`config.mk`:
```
export PLATFORM = sky130hd
export DESIGN_NAME = bcd_sub_sequencer
export DESIGN_NICKNAME = d
export VERILOG_FILES = /design/src/rtl/bcd_pkg.sv /design/src/rtl/bcd_digit_sub.sv /design/src/rtl/bcd_sub_sequencer.sv
export SDC_FILE = /design/constraint.sdc
export NUM_CORES = 1
export LEC_CHECK = 0
export ABC_AREA = 1
export BUFFER_PORTS_ARGS = -buffer_cell sky130_fd_sc_hd__buf_2
export CAP_MARGIN = 25
export CORE_ASPECT_RATIO = 0.7
export CORE_MARGIN = 1.5
export CORE_UTILIZATION = 35
export DETAILED_ROUTE_END_ITERATION = 12
export GPL_ROUTABILITY_DRIVEN = 0
export SLEW_MARGIN = 20
export SYNTH_ARGS = -nofsm -noshare
export SYNTH_HDL_FRONTEND = slang
export SYNTH_SLANG_ARGS = --single-unit
```
`constraint.sdc`:
```
create_clock -name clk -period 6.6 [get_ports clk]
set_clock_uncertainty 0.2 [all_clocks]
set_input_delay 0.99 -clock clk [delete_from_list [all_inputs] [get_ports clk]]
set_output_delay 0.99 -clock clk [all_outputs]
set_load 0.01 [all_outputs]
```
`src/rtl/bcd_pkg.sv`:
```
// Shared types and helpers for the digit-serial BCD subtractor.
// Imported by the sequencer and the single-digit stage.
package bcd_pkg;

    localparam int DIGIT_W = 4;
    localparam logic [DIGIT_W-1:0] BCD_MAX = 4'd9;

    typedef enum logic [1:0] {
        IDLE = 2'd0,
        SUB  = 2'd1,
        NEG  = 2'd2,
        DONE = 2'd3
    } sub_state_t;

    function automatic logic is_bcd_digit(input logic [DIGIT_W-1:0] dig);
        return dig <= BCD_MAX;
    endfunction

endpackage

```
`src/rtl/bcd_digit_sub.sv`:
```
// Combinational single-digit BCD subtract with borrow in/out.
// A borrow folds the wrapped binary result back into 0..9 by subtracting 6.
module bcd_digit_sub
    import bcd_pkg::*;
(
    input  logic [DIGIT_W-1:0] x,
    input  logic [DIGIT_W-1:0] y,
    input  logic               bin,
    output logic [DIGIT_W-1:0] d,
    output logic               bout
);

    logic [DIGIT_W:0] t;

    always_comb begin
        t    = {1'b0, x} + {1'b1, ~y} + 5'd1 - {4'd0, bin};
        bout = t[DIGIT_W];
        d    = bout ? (t[DIGIT_W-1:0] - 4'd6) : t[DIGIT_W-1:0];
    end

endmodule

```
`src/rtl/bcd_sub_sequencer.sv`:
```
// Sequences one shared digit stage LSD..MSD for A - B, then a second
// pass that turns a 10's-complement result into sign-magnitude.
module bcd_sub_sequencer
    import bcd_pkg::*;
#(
    parameter int N_DIGITS = 4
) (
    input  logic                        clk,
    input  logic                        rst_n,
    input  logic                        start,
    input  logic [DIGIT_W*N_DIGITS-1:0] a,
    input  logic [DIGIT_W*N_DIGITS-1:0] b,
    output logic                        busy,
    output logic                        done,
    output logic [DIGIT_W*N_DIGITS-1:0] diff,
    output logic                        neg,
    output logic                        err
);

    localparam int IDX_W = (N_DIGITS > 1) ? $clog2(N_DIGITS) : 1;
    localparam logic [IDX_W-1:0] LAST_IDX = IDX_W'(N_DIGITS - 1);

    sub_state_t                  state;
    logic [IDX_W-1:0]            idx;
    logic                        borrow;
    logic [DIGIT_W*N_DIGITS-1:0] a_r;
    logic [DIGIT_W*N_DIGITS-1:0] b_r;

    logic [DIGIT_W-1:0] x;
    logic [DIGIT_W-1:0] y;
    logic [DIGIT_W-1:0] d;
    logic               bout;
    logic               all_bcd;
    logic               last;

    always_comb begin
        all_bcd = 1'b1;
        for (int i = 0; i < N_DIGITS; i++) begin
            if (!is_bcd_digit(a[i*DIGIT_W +: DIGIT_W]) ||
                !is_bcd_digit(b[i*DIGIT_W +: DIGIT_W]))
                all_bcd = 1'b0;
        end
    end

    // NEG pass computes 0 - diff in place, so diff feeds back as subtrahend.
    always_comb begin
        x = '0;
        y = '0;
        for (int i = 0; i < N_DIGITS; i++) begin
            if (idx == IDX_W'(i)) begin
                x = (state == NEG) ? '0 : a_r[i*DIGIT_W +: DIGIT_W];
                y = (state == NEG) ? diff[i*DIGIT_W +: DIGIT_W]
                                   : b_r[i*DIGIT_W +: DIGIT_W];
            end
        end
    end

    assign last = (idx == LAST_IDX);

    bcd_digit_sub u_digit (
        .x    (x),
        .y    (y),
        .bin  (borrow),
        .d    (d),
        .bout (bout)
    );

    always_ff @(posedge clk or negedge rst_n) begin
        if (!rst_n) begin
            state  <= IDLE;
            idx    <= '0;
            borrow <= 1'b0;
            a_r    <= '0;
            b_r    <= '0;
            busy   <= 1'b0;
            done   <= 1'b0;
            diff   <= '0;
            neg    <= 1'b0;
            err    <= 1'b0;
        end else begin
            done <= 1'b0;
            unique case (state)
                IDLE: begin
                    if (start) begin
                        a_r    <= a;
                        b_r    <= b;
                        diff   <= '0;
                        neg    <= 1'b0;
                        idx    <= '0;
                        borrow <= 1'b0;
                        busy   <= 1'b1;
                        if (!all_bcd) begin
                            err   <= 1'b1;
                            done  <= 1'b1;
                            state <= DONE;
                        end else begin
                            err   <= 1'b0;
                            state <= SUB;
                        end
                    end
                end
                SUB, NEG: begin
                    for (int i = 0; i < N_DIGITS; i++) begin
                        if (idx == IDX_W'(i))
                            diff[i*DIGIT_W +: DIGIT_W] <= d;
                    end
                    if (last) begin
                        idx    <= '0;
                        borrow <= 1'b0;
                        if (state == SUB && bout) begin
                            state <= NEG;
                        end else begin
                            if (state == NEG)
                                neg <= 1'b1;
                            done  <= 1'b1;
                            state <= DONE;
                        end
                    end else begin
                        idx    <= idx + 1'b1;
                        borrow <= bout;
                    end
                end
                DONE: begin
                    busy  <= 1'b0;
                    state <= IDLE;
                end
                default: begin
                    busy  <= 1'b0;
                    state <= IDLE;
                end
            endcase
        end
    end

endmodule
```
==> flow_metrics.tcl, run 1 <==
set metrics [dict create \
    cp_slowest_cell "ha_1" \
    fp.dieW_um 117 \
    dieArea_um2 9700 \
    vias_per_cell 4.97 \
    ys_seq_area_frac 0.447 \
    synth_compound_area_frac 0.162 \
    yosysTopAreaCellShare 0.447 \
    synth-xor-area-share 0.00275 \
    coreArea_um2 8650 \
    io_buffers 54 \
    place_inst 553 \
    drive_gt1_frac 0.236 \
    grt_start_max_net_pins 58 \
    clkTransAtPathRegs_ns 0.05 \
    worst_pin_slew_ns 0.723 \
    gr-usage-met2 0.245 \
    syn-num-nets 442 \
    row_count 28 \
    ys_async_sr_fraction 1.00 \
    h-tree-depth 3 \
    root_buffer "clkbuf_16" \
    track_usage 0.188 \
    worst_slack_ns 2.48 \
    synthFlopType "dfrtp_1" \
    path_cells "inv_1 > ha_1 > inv_4 > nor2_1 > nor3_1 > o21ai_1 > a32oi_1 > fa_1 > fa_1 > xnor2_1 > ha_1 > inv_1 > nand3_1 > nand2_1 > nand2_2 > nand3_2 > nand4_1 > nand2_1" \
    critPathMaxFanout 19 \
    synthMuxAreaShare 0 \
    avgSynthCellArea_um2 8.16 \
    worstSetupStartpointType "flop" \
    hp-class "flop to flop" \
    ctsResizeCount 0 \
    synth_fa_ha_area_frac 0.0675 \
    synth_cell_type_count 34 \
    grt.busiest_layer "met1" \
    pre_cts_slack_ns 2.50 \
    antenna_found_initial 0 \
    grtUsageMet1 0.293 \
    period_share 0.625 \
    cp.required_ns 6.62 \
    grt_pass1_wl_um 13900 \
    cts.sink_count 57 \
    criticalPathCategory "flop to flop" \
    synth_top_cell_by_area "dfrtp_1" \
    area_growth_syn_to_layout_pct 21.3 \
    hold_viol 0 \
    numCtsBuffers 9 \
    hpwl_um 6390 \
    grt_setup_unrepaired "no" \
    critPathArrivalTime_ns 4.14 \
    clock_path_buffers 2 \
    max_freq_ghz 0.242 \
    detail_route.wl_per_cell_um 15.0 \
    first_pass_iters 4 \
    synth_top_family_by_area "simple AND/OR/NAND/NOR gates" \
    start_util 0.369 \
    critical-path-top-delay-family "adder cells" \
    use_met3 0.0577 \
    grt_pass1_vias 2643 \
    outcome "complete, no violations" \
    stdcell_count 569 \
    cp-end-kind "flop" \
    synth_area_um2 3190 \
    holdBufCountCts 0 \
    max-slew-margin-rel 0.518 \
    die_h_um 82.9 \
    cts_tree "done" \
    yosysWarnings 0 \
    finalCriticalPeriod_ns 4.12 \
    overflow 0 \
    final_nets 495 \
    yosys.area_share.simple 0.237 \
    cpPeakStageDelay_ns 0.62 \
    post_cts.repair.setup_buffers 0 \
    ys_seq_elements 57 \
    vias 2827 \
    postRouteAntennaNets 0 \
    insertedDiodeCount 0 \
    totalWireLength_um 8540 \
    slew_viol_final 0 \
    tns_ns 0 \
    io-pin-count 55 \
    final_cell_mix "110 x nand2_1, 57 x dfrtp_1, 54 x buf_2, 37 x inv_1, 37 x o21ai_0" \
    synth_edf_count 0 \
    drt_iter0_markers 197 \
    clkLatencyLatePin_ns 0.33 \
    ys_top_cells_by_area "dfrtp_1 45%, nand2_1 13%, o21ai_0 5.8%" \
    syn_inst 391 \
    worstPathBufferInverterCount 3 \
    rrSetupSlack_ns 2.48 \
    drv_cap 0 \
    finalSetupViolCount 0 \
    final_common_cell "nand2_1" \
    route.detailed.drc 0 \
]
-- cells by family after synthesis --
kind of cell | count (synthesis)
buffers and inverters | 61
and+or+nand+nor | 168
adders and majority gates | 16
xor gates and xnor gates | 1
DFF | 57
AOI/OAI and AO/OA | 88
-- cell usage after synthesis, types with 5 or more instances --
master     n
inv_1     37
a21oi_1   12
dfrtp_1   57
buf_2      6
o21ai_1   16
nand4_1    5
o21ai_0   37
nand3_1    5
nor2_1    27
o22ai_1    6
ha_1      14
nand2_1  110
o21ai_2    6
inv_2      9
-- final cells by class --
class                   instances  area [um2]
fillers                       876        4780
multi-input cells             273        1500
flip-flops and latches         57        1430
repair buffers                 56         285
clock buffers                  11         253
inverters                      47         179
well taps                     120         150
clock inverters                 5        77.6
-- registers in the layout (all words and copies together), names as in the netlist --
signal	count
a_r	16
b_r	16
diff	16
idx	2
state	2
borrow	1
busy	1
done	1
err	1
neg	1
-- layer usage --
layer | part of all wire | up-vias
met1 | 0.52 | 1339
met2 | 0.40 | 97
met3 | 0.065 | 16
met5 | 0 | -
li1 | - | 1375
met4 | 0.016 | 0
-- metrics by stage --
stage / area [um2] / utilization / hold WS [ns]
after floorplan: 3190 / - / 0.248
after global placement: 3540 / 0.409 / 0.264
after detailed placement: 3540 / 0.409 / 0.267
after CTS: 3870 / 0.447 / 0.288
after global routing: 3870 / 0.447 / 0.296
final: 3870 / 0.447 / 0.282
-- worst min-delay path, stage by stage (launching register included) --
cell,delay (ns)
dfrtp_1,0.34
nand2_1,0.05
nand2_1,0.06
-- worst paths after layout --
kind                                from        to  depth (start not counted)
max in group asynchronous          rst_n    a_r[5]                          2
worst max-delay path            state[0]   diff[3]                         18
worst min register to register       err       err                          2
min in group asynchronous          rst_n  diff[14]                          2
worst min-delay path                 err       err                          2
worst max register to register  state[0]   diff[3]                         18
Power of run 1 is left out: the tool's default activity adds up to more than one toggle a clock period on the data nets, which glitch-free logic cannot reach.
==> run 2: changes to the inputs <==
Settings changed: ABC_AREA 1 to 0.
Clock period 6.6 ns to 3.6 ns, I/O delays scaled along.
==> run 2 against run 1 <==
Net effect: the run now ends with negative setup slack left; global-route usage increased by 0.45 points; synthesized area shrank 1.7%; via count fell by 9.4%; die area decreased by 1.6%; critical path type unchanged; highest routed layer unchanged.
==> flow_metrics.tcl, run 2 <==
set metrics [dict create \
    top_regs "a_r x16, b_r x16, diff x16" \
    synth_common_cells "57 x dfrtp_1, 41 x mux2_2, 36 x o21ai_0" \
    io-pin-count 55 \
    outcome "complete, but fails checks" \
    drt_iter0_markers 89 \
    cp_slowest_cell "fa_2" \
    synth_edf_count 0 \
    critical-path-top-delay-family "adder cells" \
    worst_pin_slew_ns 0.673 \
    synth_top_cell_by_area "dfrtp_1" \
    start_util 0.365 \
    worstPathBufferInverterCount 2 \
    fin_area_um2 4180 \
    yosysTopAreaCellShare 0.455 \
    antenna_found_initial 0 \
    postRouteAntennaNets 0 \
    grt_pass1_vias 2529 \
    dpl_cell_area_um2 3740 \
    drive_gt1_frac 0.465 \
    holdBufCountCts 0 \
    synth_cell_type_count 42 \
    io_buffers 54 \
    finalSetupViolCount 4 \
    clock_path_buffers 2 \
    hpwl_um 6550 \
    clkTransAtPathRegs_ns 0.05 \
    avgSynthCellArea_um2 10.6 \
    drv_cap 0 \
    track_usage 0.192 \
    cts_tree "done" \
    overflow 0 \
    max_freq_ghz 0.277 \
    hold_viol 0 \
    clkLatencyLatePin_ns 0.33 \
    final_nets 428 \
    coreArea_um2 8580 \
    critPathArrivalTime_ns 3.66 \
    h-tree-depth 3 \
    max-slew-margin-rel 0.551 \
    vias 2562 \
    critPathMaxFanout 5 \
    fp.dieW_um 116 \
    period_share 1.00 \
    yosysWarnings 0 \
    numCtsBuffers 9 \
    cp.required_ns 3.65 \
    synthFlopType "dfrtp_1" \
    cp-end-kind "flop" \
    totalWireLength_um 8530 \
    grt_setup_unrepaired "yes" \
    dieArea_um2 9540 \
    insertedDiodeCount 0 \
    first_pass_iters 4 \
    ys_async_sr_fraction 1.00 \
    detail_route.wl_per_cell_um 17.0 \
    ys_seq_area_frac 0.455 \
    grt_start_max_net_pins 31 \
    criticalPathCategory "flop to flop" \
    route.detailed.drc 0 \
    root_buffer "clkbuf_16" \
    slew_viol_final 0 \
    hp-class "input port to async pin" \
    tns_ns -0.0214 \
    finalCriticalPeriod_ns 3.61 \
    area_growth_syn_to_layout_pct 33.4 \
    num-fill-cells 786 \
    syn_inst 295 \
    final_cell_mix "57 x dfrtp_1, 54 x buf_2, 39 x mux2_2, 33 x nand2_1, 32 x o21ai_0" \
    ys_seq_elements 57 \
    yosysMostFrequentCell "dfrtp_1" \
    cts.sink_count 57 \
    final_common_cell "dfrtp_1" \
    ys_top_cells_by_area "dfrtp_1 45%, mux2_2 15%, o21ai_0 5.7%" \
    grt_pass1_wl_um 13500 \
    synth_area_um2 3140 \
    worst_slack_ns -0.00825 \
    violations "negative setup slack" \
    row_count 28 \
    path_cells "inv_2 > ha_4 > mux2_4 > a221oi_2 > a211oi_1 > a21o_1 > fa_2 > fa_2 > inv_2 > ha_4 > mux2i_1 > o22a_1 > o221a_4 > o21ai_2" \
    cpPeakStageDelay_ns 0.56 \
    syn-num-nets 346 \
    worstSetupStartpointType "flop" \
    vias_per_cell 5.11 \
    die_h_um 82.2 \
]
## run 2: cell types whose count changed after synthesis, sizes merged, moves of 9 or more
cell   previous run  this run
nor2             29         6
mux2i             0         9
inv              47        16
nand2           118        33
nand3            10         1
mux2              0        41
o21ai            59        41
## run 2: final cells by class
class	instances	area [um2]	share of cell area
Multi-Input combinational cell	209	1770	0.423
Sequential cell	57	1430	0.341
Timing Repair Buffer	84	495	0.118
Clock buffer	12	267	0.0637
Tap cell	120	150	0.0359
Inverter	16	60.1	0.0144
Clock inverter	3	15.0	0.00359
## run 2: final timing paths
path | from | end | slack (ns) | depth (start not counted)
worst min-delay path | rst_n | a_r[10] | 0.04 | 1
worst max-delay path | state[0] | diff[10] | -0.008 | 14
worst min register to register | err | err | 0.27 | 2
max in group asynchronous | rst_n | diff[10] | 2.31 | 2
min in group clk | b[0] | b_r[0] | 0.24 | 2
worst max register to register | state[0] | diff[10] | -0.008 | 14
## run 2: logic make-up (layout without fill, tap and decap cells)
kind of cell / after synthesis / in the layout / share of synthesized area
and+or+nand+nor: 61 / 61 / 0.0902
adders and majority gates: 16 / 16 / 0.0686
xor gates and xnor gates: 6 / 6 / 0.0168
muxes: 51 / 51 / 0.183
buffers and inverters: 29 / 115 / 0.0383
AOI/OAI and AO/OA: 75 / 75 / 0.148
DFF: 57 / 57 / 0.455
## run 2: stage by stage
step           hold slack [ns]  worst slack (ns)   util  cells
6_report                0.0449          -0.00825  0.487    501
5_1_grt                 0.0980            -0.162  0.487    501
4_1_cts                 0.0654            0.0101  0.473    498
3_5_place_dp             0.263           -0.0306  0.436    481
3_3_place_gp             0.262            0.0419  0.436    481
2_1_floorplan           0.0444            0.0157      -    295
## run 2: repair_timing
| item | CTS | global route |
|---|---|---|
| resized for setup | 5 | 19 |
| setup endpoints to repair | 5 | 14 |
| setup buffers | 2 | 3 |
| pin swaps | 3 | 7 |
## run 2: routing by layer
layer / vias up / GRT usage / part of all wire
met3: 12 / 0.0642 / 0.069
met2: 81 / 0.271 / 0.43
met4: 0 / 0.0659 / 0.012
met5: - / 0 / 0
li1: 1215 / - / -
met1: 1254 / 0.275 / 0.49
Power of run 2 is left out for the same reason.
